$ cat src/rtl/link_out_arbiter.sv
// Round-robin sequencer that shares one byte-serial router link among NUM_REQ packet sources.
// Define LINK_ARB_FIXED_PRIO_EN to replace round-robin with fixed lowest-index-wins priority.
module link_out_arbiter #(
  parameter int unsigned NUM_REQ = 4,
  parameter int unsigned PTR_W   = $clog2(NUM_REQ)
) (
  input  logic                   clock,
  input  logic                   reset,
  input  logic [NUM_REQ-1:0]     req,
  input  logic [32*NUM_REQ-1:0]  req_pkt,
  output logic [NUM_REQ-1:0]     grant,
  output logic                   busy,
  input  logic                   free_outbound,
  output logic                   put_outbound,
  output logic [7:0]             payload_outbound
);

  typedef enum logic [1:0] {StIdle, StWaitFree, StSend} state_e;

  state_e           state_q;
  logic [31:0]      pkt_q;
  logic [1:0]       count_q;
  logic [PTR_W-1:0] start;
  logic             sel_valid;
  logic [PTR_W-1:0] sel_idx;
  logic [31:0]      sel_pkt;

`ifdef LINK_ARB_FIXED_PRIO_EN
  assign start = '0;
`else
  logic [PTR_W-1:0] ptr_q;
  logic [PTR_W-1:0] next_ptr;

  assign start    = ptr_q;
  assign next_ptr = (sel_idx == PTR_W'(NUM_REQ - 1)) ? '0 : sel_idx + 1'b1;
`endif

  // Two passes give a wrapping search: indices at/above start first, then from 0.
  always_comb begin
    sel_valid = 1'b0;
    sel_idx   = '0;
    sel_pkt   = '0;
    for (int j = 0; j < NUM_REQ; j++) begin
      if (!sel_valid && req[j] && (j >= int'(start))) begin
        sel_valid = 1'b1;
        sel_idx   = PTR_W'(j);
        sel_pkt   = req_pkt[32*j +: 32];
      end
    end
    for (int j = 0; j < NUM_REQ; j++) begin
      if (!sel_valid && req[j]) begin
        sel_valid = 1'b1;
        sel_idx   = PTR_W'(j);
        sel_pkt   = req_pkt[32*j +: 32];
      end
    end
  end

  always_ff @(posedge clock) begin
    if (reset) begin
      state_q          <= StIdle;
      grant            <= '0;
      busy             <= 1'b0;
      put_outbound     <= 1'b0;
      payload_outbound <= 8'h00;
      count_q          <= 2'd0;
      pkt_q            <= '0;
`ifndef LINK_ARB_FIXED_PRIO_EN
      ptr_q            <= '0;
`endif
    end else begin
      unique case (state_q)
        StIdle: begin
          put_outbound <= 1'b0;
          if (sel_valid) begin
            pkt_q   <= sel_pkt;
            grant   <= NUM_REQ'(1) << sel_idx;
            busy    <= 1'b1;
            state_q <= StWaitFree;
`ifndef LINK_ARB_FIXED_PRIO_EN
            ptr_q   <= next_ptr;
`endif
          end else begin
            grant <= '0;
            busy  <= 1'b0;
          end
        end
        StWaitFree: begin
          grant <= '0;
          if (free_outbound) begin
            put_outbound     <= 1'b1;
            payload_outbound <= pkt_q[31:24];
            count_q          <= 2'd1;
            state_q          <= StSend;
          end else begin
            put_outbound <= 1'b0;
          end
        end
        StSend: begin
          // Once started the packet is committed; free_outbound is not consulted.
          put_outbound <= 1'b1;
          count_q      <= count_q + 2'd1;
          case (count_q)
            2'd1:    payload_outbound <= pkt_q[23:16];
            2'd2:    payload_outbound <= pkt_q[15:8];
            default: begin
              payload_outbound <= pkt_q[7:0];
              state_q          <= StIdle;
            end
          endcase
        end
        default: state_q <= StIdle;
      endcase
    end
  end

endmodule

$ cat config.mk
export PLATFORM = sky130hd
export DESIGN_NAME = link_out_arbiter
export DESIGN_NICKNAME = d
export VERILOG_FILES = /design/src/rtl/link_out_arbiter.sv
export SDC_FILE = /design/constraint.sdc
export NUM_CORES = 1
export LEC_CHECK = 0
export ABC_CLOCK_PERIOD_IN_PS = 4270
export CORE_MARGIN = 2
export CORE_UTILIZATION = 51
export CTS_BUF_LIST = sky130_fd_sc_hd__clkbuf_2 sky130_fd_sc_hd__clkbuf_4 sky130_fd_sc_hd__clkbuf_8
export CTS_CLUSTER_SIZE = 12
export DETAILED_ROUTE_END_ITERATION = 10
export PLACE_DENSITY = 0.92
export REMOVE_ABC_BUFFERS = 1
export SETUP_SLACK_MARGIN = 0.05
export SLEW_MARGIN = 20
export SYNTH_ARGS = -nofsm -noshare
export SYNTH_HDL_FRONTEND = slang
export SYNTH_SLANG_ARGS = --single-unit
export TNS_END_PERCENT = 1
$ cat constraint.sdc
create_clock -name clock -period 4.27 [get_ports clock]
set_clock_uncertainty 0.2 [all_clocks]
set_input_delay 0.854 -clock clock [delete_from_list [all_inputs] [get_ports clock]]
set_output_delay 0.854 -clock clock [all_outputs]
set_load 0.02 [all_outputs]
==> flow_metrics.tcl, run 1 <==
set metrics [dict create \
    hold_violations 0 \
    use_met2_pct 58.22 \
    postRouteAntennaNets 0 \
    first_pass_iters 10 \
    io_pins 149 \
    track_usage_pct 35.54 \
    dieArea_um2 9198 \
    slew_headroom_pct 30.87 \
    start_util_pct 52.43 \
    powerDensity_nw_per_um2 393.9 \
    drive_gt1_share_pct 5.030 \
    cts_root_buffer "clkbuf_8" \
    gr-total-overflow 0 \
    remaining_drc_errors 0 \
    rsz0062_at_grt "no" \
    layout_commonest_cell "clkdlybuf4s50_1" \
    nets 820 \
    outcome "finished clean" \
    post_drt_wl_per_cell_um 21.59 \
    grt_max_degree 69 \
    crit_end "pkt_q[13]$_SDFFE_PP0P_" \
    path_class "primary input to flop" \
    antenna_found_initial 0 \
    clock.fmax_ghz 0.2815 \
    reg2reg_to "pkt_q[13]$_SDFFE_PP0P_" \
    portBuffers 148 \
    worstMarginPinSlew_ns 1.037 \
    gp_congestion 0.8942 \
    maxCapViolations 0 \
    grt_pass1_vias 5466 \
    syn_inst 576 \
    worstReg2RegStart "state_q[0]$_SDFFE_PP0P_" \
    crit_path_max_fanout 68 \
    worstPathRequired_ns 4.28 \
    h-tree-depth 2 \
    drtIter0Drc 803 \
    arrival_ns 3.56 \
    synth_ff_type "dfxtp_1" \
    yosysWarningCount 0 \
    synth.cell_area_um2 4308 \
    ys_seq_area_share_pct 24.16 \
    die_y_um 95.91 \
    viasPerCell 7.273 \
    yosysUniqueCellTypes 37 \
    area_growth_pct 35.46 \
    top_usage_layer "met2" \
    cts_setup_buffers 0 \
    fillers 645 \
    final_cell_mix "clkdlybuf4s50_1 (147), o22ai_1 (85), nor2_1 (54), dfxtp_1 (52), a21oi_1 (41)" \
    leakagePower_nw 2.156 \
    wirelength_mm 16.86 \
    core_area_um2 8217 \
    setup.worst_path.start "req[0]" \
    synthArstFlopShare_pct 0 \
    path_clk_slew_ns 0.11 \
    cts_tree "done" \
    finalSetupTns_ns 0 \
    final_max_slew_viol_count 0 \
    cts_sinks 52 \
    ir_worst_vdd_mv 0.2341 \
    diodes 0 \
    critPathLaunchType "primary input" \
    vias 5680 \
    postCtsHoldBufs 0 \
    die_x_um 95.91 \
    synth_edf_count 0 \
    synth.avg_cell_area_um2 7.479 \
    finalSetupViolations 0 \
    grtUsageMet3_pct 6.421 \
    final.min_clock_period_ns 3.552 \
    clockBufferDepth 2 \
    cts-resized-gates 0 \
    end_kind "flop" \
    dp_hpwl_mm 11.14 \
    rr_worst_depth 6 \
    use_met1_pct 43.89 \
    synth-seq-cells 52 \
    layout_setup_ws_ns 0.7180 \
    post-place-ws_ns 0.4688 \
    grt_pass1_wl_mm 25.96 \
    clk_latency_ns 0.32 \
    min_period_over_period_pct 83.18 \
    hold_class "flop to flop" \
    whs_ns 0.3049 \
    rows 33 \
    rrSetupSlack_ns 1.30 \
    cts_made_buffers 5 \
]
-- critical path, cell delays in order --
cell             delay [ns]
clkdlybuf4s50_1        0.66
or4_1                  0.29
and2_4                 0.64
nand2_2                0.56
a221oi_1               0.42
a21oi_1                0.10
-- layout make-up --
class,count,area (um^2),area share [%]
multi-input combinational,444,2943,50.43
sequential,52,1041,17.84
clock inverter,3,25.02,0.4288
clock buffer,5,68.82,1.179
inverter,8,30.03,0.5146
tap,105,131.4,2.251
timing repair buffer,164,1597,27.36
-- flip-flops by register name, summed over array words and instances (netlist names) --
register / cells
busy: 1
count_q: 2
grant: 4
payload_outbound: 8
pkt_q: 32
ptr_q: 2
put_outbound: 1
state_q: 2
-- cells in the mapped netlist (6+ instances only) --
| cell type | number | area, um^2 |
|---|---|---|
| buf_2 | 6 | 30.03 |
| nor2_1 | 55 | 206.5 |
| dfxtp_1 | 52 | 1041 |
| a211o_1 | 28 | 245.2 |
| a31oi_1 | 33 | 206.5 |
| ha_1 | 10 | 125.1 |
| nor2b_1 | 7 | 43.79 |
| a21oi_1 | 43 | 215.2 |
| a221oi_1 | 32 | 280.3 |
| a211oi_1 | 10 | 75.07 |
| a22oi_1 | 9 | 67.56 |
| o21ai_0 | 9 | 45.04 |
| inv_1 | 8 | 30.03 |
| nor3b_1 | 29 | 217.7 |
| mux2i_1 | 10 | 100.1 |
| o22ai_1 | 85 | 531.8 |
| clkbuf_1 | 58 | 217.7 |
| nand2_1 | 22 | 82.58 |
| and3b_1 | 28 | 245.2 |
-- stage by stage --
stage               total power [W]  instances  utilization [%]  instance area (um^2)
global route               0.002431        781            71.02                  5836
floorplan                  0.001457        504                -                  4000
finish                     0.002299        781            71.02                  5836
detailed placement         0.001948        773            69.88                  5742
global placement           0.001889        773            69.88                  5742
CTS                        0.002249        781            71.02                  5836
-- routing by layer --
layer / part of all wire, % / wire, um / up-vias
li1: - / - / 2458
met2: 46 / 7734 / 510
met3: 13 / 2146 / 112
met5: 0 / 0 / -
met4: 4.9 / 821 / 0
met1: 37 / 6162 / 2600
-- report_power, final --
part | total [W] | switching [W] | internal, W
combinational | 0.00130 | 0.000756 | 0.000548
clock | 0.000306 | 0.000186 | 0.000120
sequential | 0.000689 | 0.0000780 | 0.000611
total | 0.00230 | 0.00102 | 0.00128
-- cell families after synthesis --
| logic type | after synthesis | share of synthesized area [%] |
|---|---|---|
| AO/OA/AOI/OAI | 258 | 40.63 |
| XOR/XNOR | 1 | 0.2033 |
| adder cells (fa/ha/maj) | 10 | 2.904 |
| buffers and inverters | 80 | 7.842 |
| flip-flops | 52 | 24.17 |
| multiplexers | 10 | 2.324 |
| AND/OR/NAND/NOR | 165 | 21.93 |
-- how the worst min path moves through the flow --
stage | startpoint | to | slack, ns | depth (start not counted)
floorplan | pkt_q[25]$_SDFFE_PP0P_ | pkt_q[25]$_SDFFE_PP0P_ | 0.27 | 2
global placement | put_outbound$_SDFFE_PP0P_ | put_outbound$_SDFFE_PP0P_ | 0.27 | 2
detailed placement | put_outbound$_SDFFE_PP0P_ | put_outbound$_SDFFE_PP0P_ | 0.29 | 2
CTS | payload_outbound[7]$_SDFFE_PP0P_ | payload_outbound[7]$_SDFFE_PP0P_ | 0.31 | 2
global route | pkt_q[30]$_SDFFE_PP0P_ | pkt_q[30]$_SDFFE_PP0P_ | 0.35 | 2
finish | put_outbound$_SDFFE_PP0P_ | put_outbound$_SDFFE_PP0P_ | 0.30 | 2
(Power assumes the default switching activity.)
==> run 2, diff against run 1 <==
- ABC_CLOCK_PERIOD_IN_PS: 4270 -> 3730
- CORE_UTILIZATION: 51 -> 47
- PLACE_DENSITY: 0.92 -> 0.86
- clock period: 4.27 -> 3.73 ns (I/O delays scaled with it)
==> flow_metrics.tcl, run 2 (synthesis gave the netlist of run 1 again) <==
set metrics [dict create \
    postCtsHoldBufs 0 \
    powerDensity_nw_per_um2 452.2 \
    ir_worst_vdd_mv 0.2811 \
    clock_power_share_pct 13.3 \
    arrival_ns 3.24 \
    worstMarginPinSlew_ns 1.026 \
    cts_setup_buffers 0 \
    wirelength_mm 17.08 \
    remaining_drc_errors 0 \
    max_flop_register "pkt_q" \
    worstReg2RegStart "ptr_q[0]$_SDFFE_PP0P_" \
    start_util_pct 48.92 \
    die_x_um 99.74 \
    grt_max_degree 53 \
    dp_hpwl_mm 11.74 \
    first_pass_iters 7 \
    final_cell_mix "clkdlybuf4s50_1 (147), o22ai_1 (85), nor2_1 (54), dfxtp_1 (52), a21oi_1 (41)" \
    crit_slowest_cell "clkdlybuf4s50_1" \
    hold_class "flop to flop" \
    slew_headroom_pct 31.57 \
    gp_congestion 0.8719 \
    antenna_found_initial 0 \
    grt_pass1_vias 5444 \
    whs_ns 0.3159 \
    core_area_um2 8806 \
    drtIter0Drc 866 \
    leakagePower_nw 2.184 \
    path_class "primary input to flop" \
    min_from "payload_outbound[7]$_SDFFE_PP0P_" \
    grt_pass1_wl_mm 27.25 \
    rows 34 \
    power_frac_comb_pct 56.9 \
    maxCapViolations 0 \
    switching_share_pct 43.90 \
    clock.fmax_ghz 0.3077 \
    rsz0062_at_grt "no" \
    vias 5608 \
    crit_path_max_fanout 36 \
    final.min_clock_period_ns 3.250 \
    cts_tree "done" \
    path_clk_slew_ns 0.10 \
    clk_latency_ns 0.32 \
    cts-resized-gates 0 \
    largest_register_ffs 32 \
    critical-path-max-stage-delay_ns 0.74 \
    io_pins 149 \
    cp_cell_sequence "clkdlybuf4s50_1 > or4_1 > and2_4 > nand2_2 > a221oi_1 > a21oi_1" \
    end_kind "flop" \
    post_drt_wl_per_cell_um 21.64 \
    outcome "finished clean" \
    diodes 0 \
    cts_made_buffers 5 \
    hold_violations 0 \
    largest_registers "pkt_q x32, payload_outbound x8, grant x4" \
    clockBufferDepth 2 \
    finalSetupViolations 0 \
    critPathLaunchType "primary input" \
    portBuffers 148 \
    p_int_w 0.001491 \
    cts_sinks 52 \
    nets 825 \
    finalSetupTns_ns 0 \
    seq_power_share_pct 29.8 \
    final_max_slew_viol_count 0 \
    postRouteAntennaNets 0 \
    worstPathRequired_ns 3.72 \
    place_inst 781 \
    drive_gt1_share_pct 5.874 \
    viasPerCell 7.108 \
    track_usage_pct 33.53 \
    layout_commonest_cell "clkdlybuf4s50_1" \
    gr-total-overflow 0 \
    fillers 744 \
    final_cells 789 \
    setup.worst_path.start "req[0]" \
    dieArea_um2 9947 \
    h-tree-depth 2 \
    cts_root_buffer "clkbuf_8" \
    die_y_um 99.74 \
    min_period_over_period_pct 87.14 \
    power.switching_w 0.001167 \
    area_growth_pct 36.42 \
]
-- run 2: cell count changes in the layout (fill, tap and decap cells not counted), sizes merged --
cell	previous run	this run
clkinv	0	2
buf	17	22
inv	10	8
clkinvlp	1	0
clkbuf	5	6
-- run 2: layer usage --
layer  wire length [um]  share of wire [%]  track usage, %
met2               7932                 46           53.74
met3               2271                 13           7.098
met4                490                2.9           15.28
met1               6381                 37           43.26
met5                  0                  0               0
-- run 2: power by group through the flow --
| stage | clock network [W] | logic (W) | registers, W |
|---|---|---|---|
| floorplan | 0 | 0.000823 | 0.000844 |
| global placement | 0 | 0.00139 | 0.000792 |
| detailed placement | 0 | 0.00146 | 0.000801 |
| CTS | 0.000351 | 0.00147 | 0.000788 |
| global route | 0.000375 | 0.00162 | 0.000807 |
| finish | 0.000354 | 0.00151 | 0.000792 |
-- run 2: worst paths after layout --
path	to	slack (ns)	cells after the start
setup / recovery	pkt_q[11]$_SDFFE_PP0P_	0.48	6
hold / removal	payload_outbound[7]$_SDFFE_PP0P_	0.32	2
setup reg to reg	pkt_q[11]$_SDFFE_PP0P_	1.00	5
hold reg to reg	payload_outbound[7]$_SDFFE_PP0P_	0.32	2
-- run 2: worst max-delay path: cells and delay by family --
| kind | cells | cell delay (ns) |
|---|---|---|
| simple gates | 3 | 1.16 |
| buf+inv | 1 | 0.74 |
| compound gates | 2 | 0.56 |
-- run 2: area by class of cell --
cell class / instances / area [um^2] / area share, %
clock buffers: 6 / 82.58 / 1.405
well taps: 108 / 135.1 / 2.299
flip-flops and latches: 52 / 1041 / 17.71
multi-input cells: 444 / 2944 / 50.10
clock inverters: 2 / 10.01 / 0.1703
inverters: 8 / 30.03 / 0.5110
repair buffers: 169 / 1634 / 27.81
-- run 2: per-stage QoR --
stage,power (W),utilization (%),setup slack [ns],cell area (um^2)
floorplan,0.001667,-,0.1626,4000
global placement,0.002186,65.67,0.3193,5783
detailed placement,0.002259,65.69,0.1963,5784
CTS,0.002605,66.74,0.5338,5877
global route,0.002806,66.74,0.3725,5877
finish,0.002657,66.74,0.4796,5877
==> run 3, diff against run 2 <==
- CTS_CLUSTER_SIZE: 12 -> 40
==> results of run 3 <==
Final layout, timing and power as in run 2 (identical DEF).
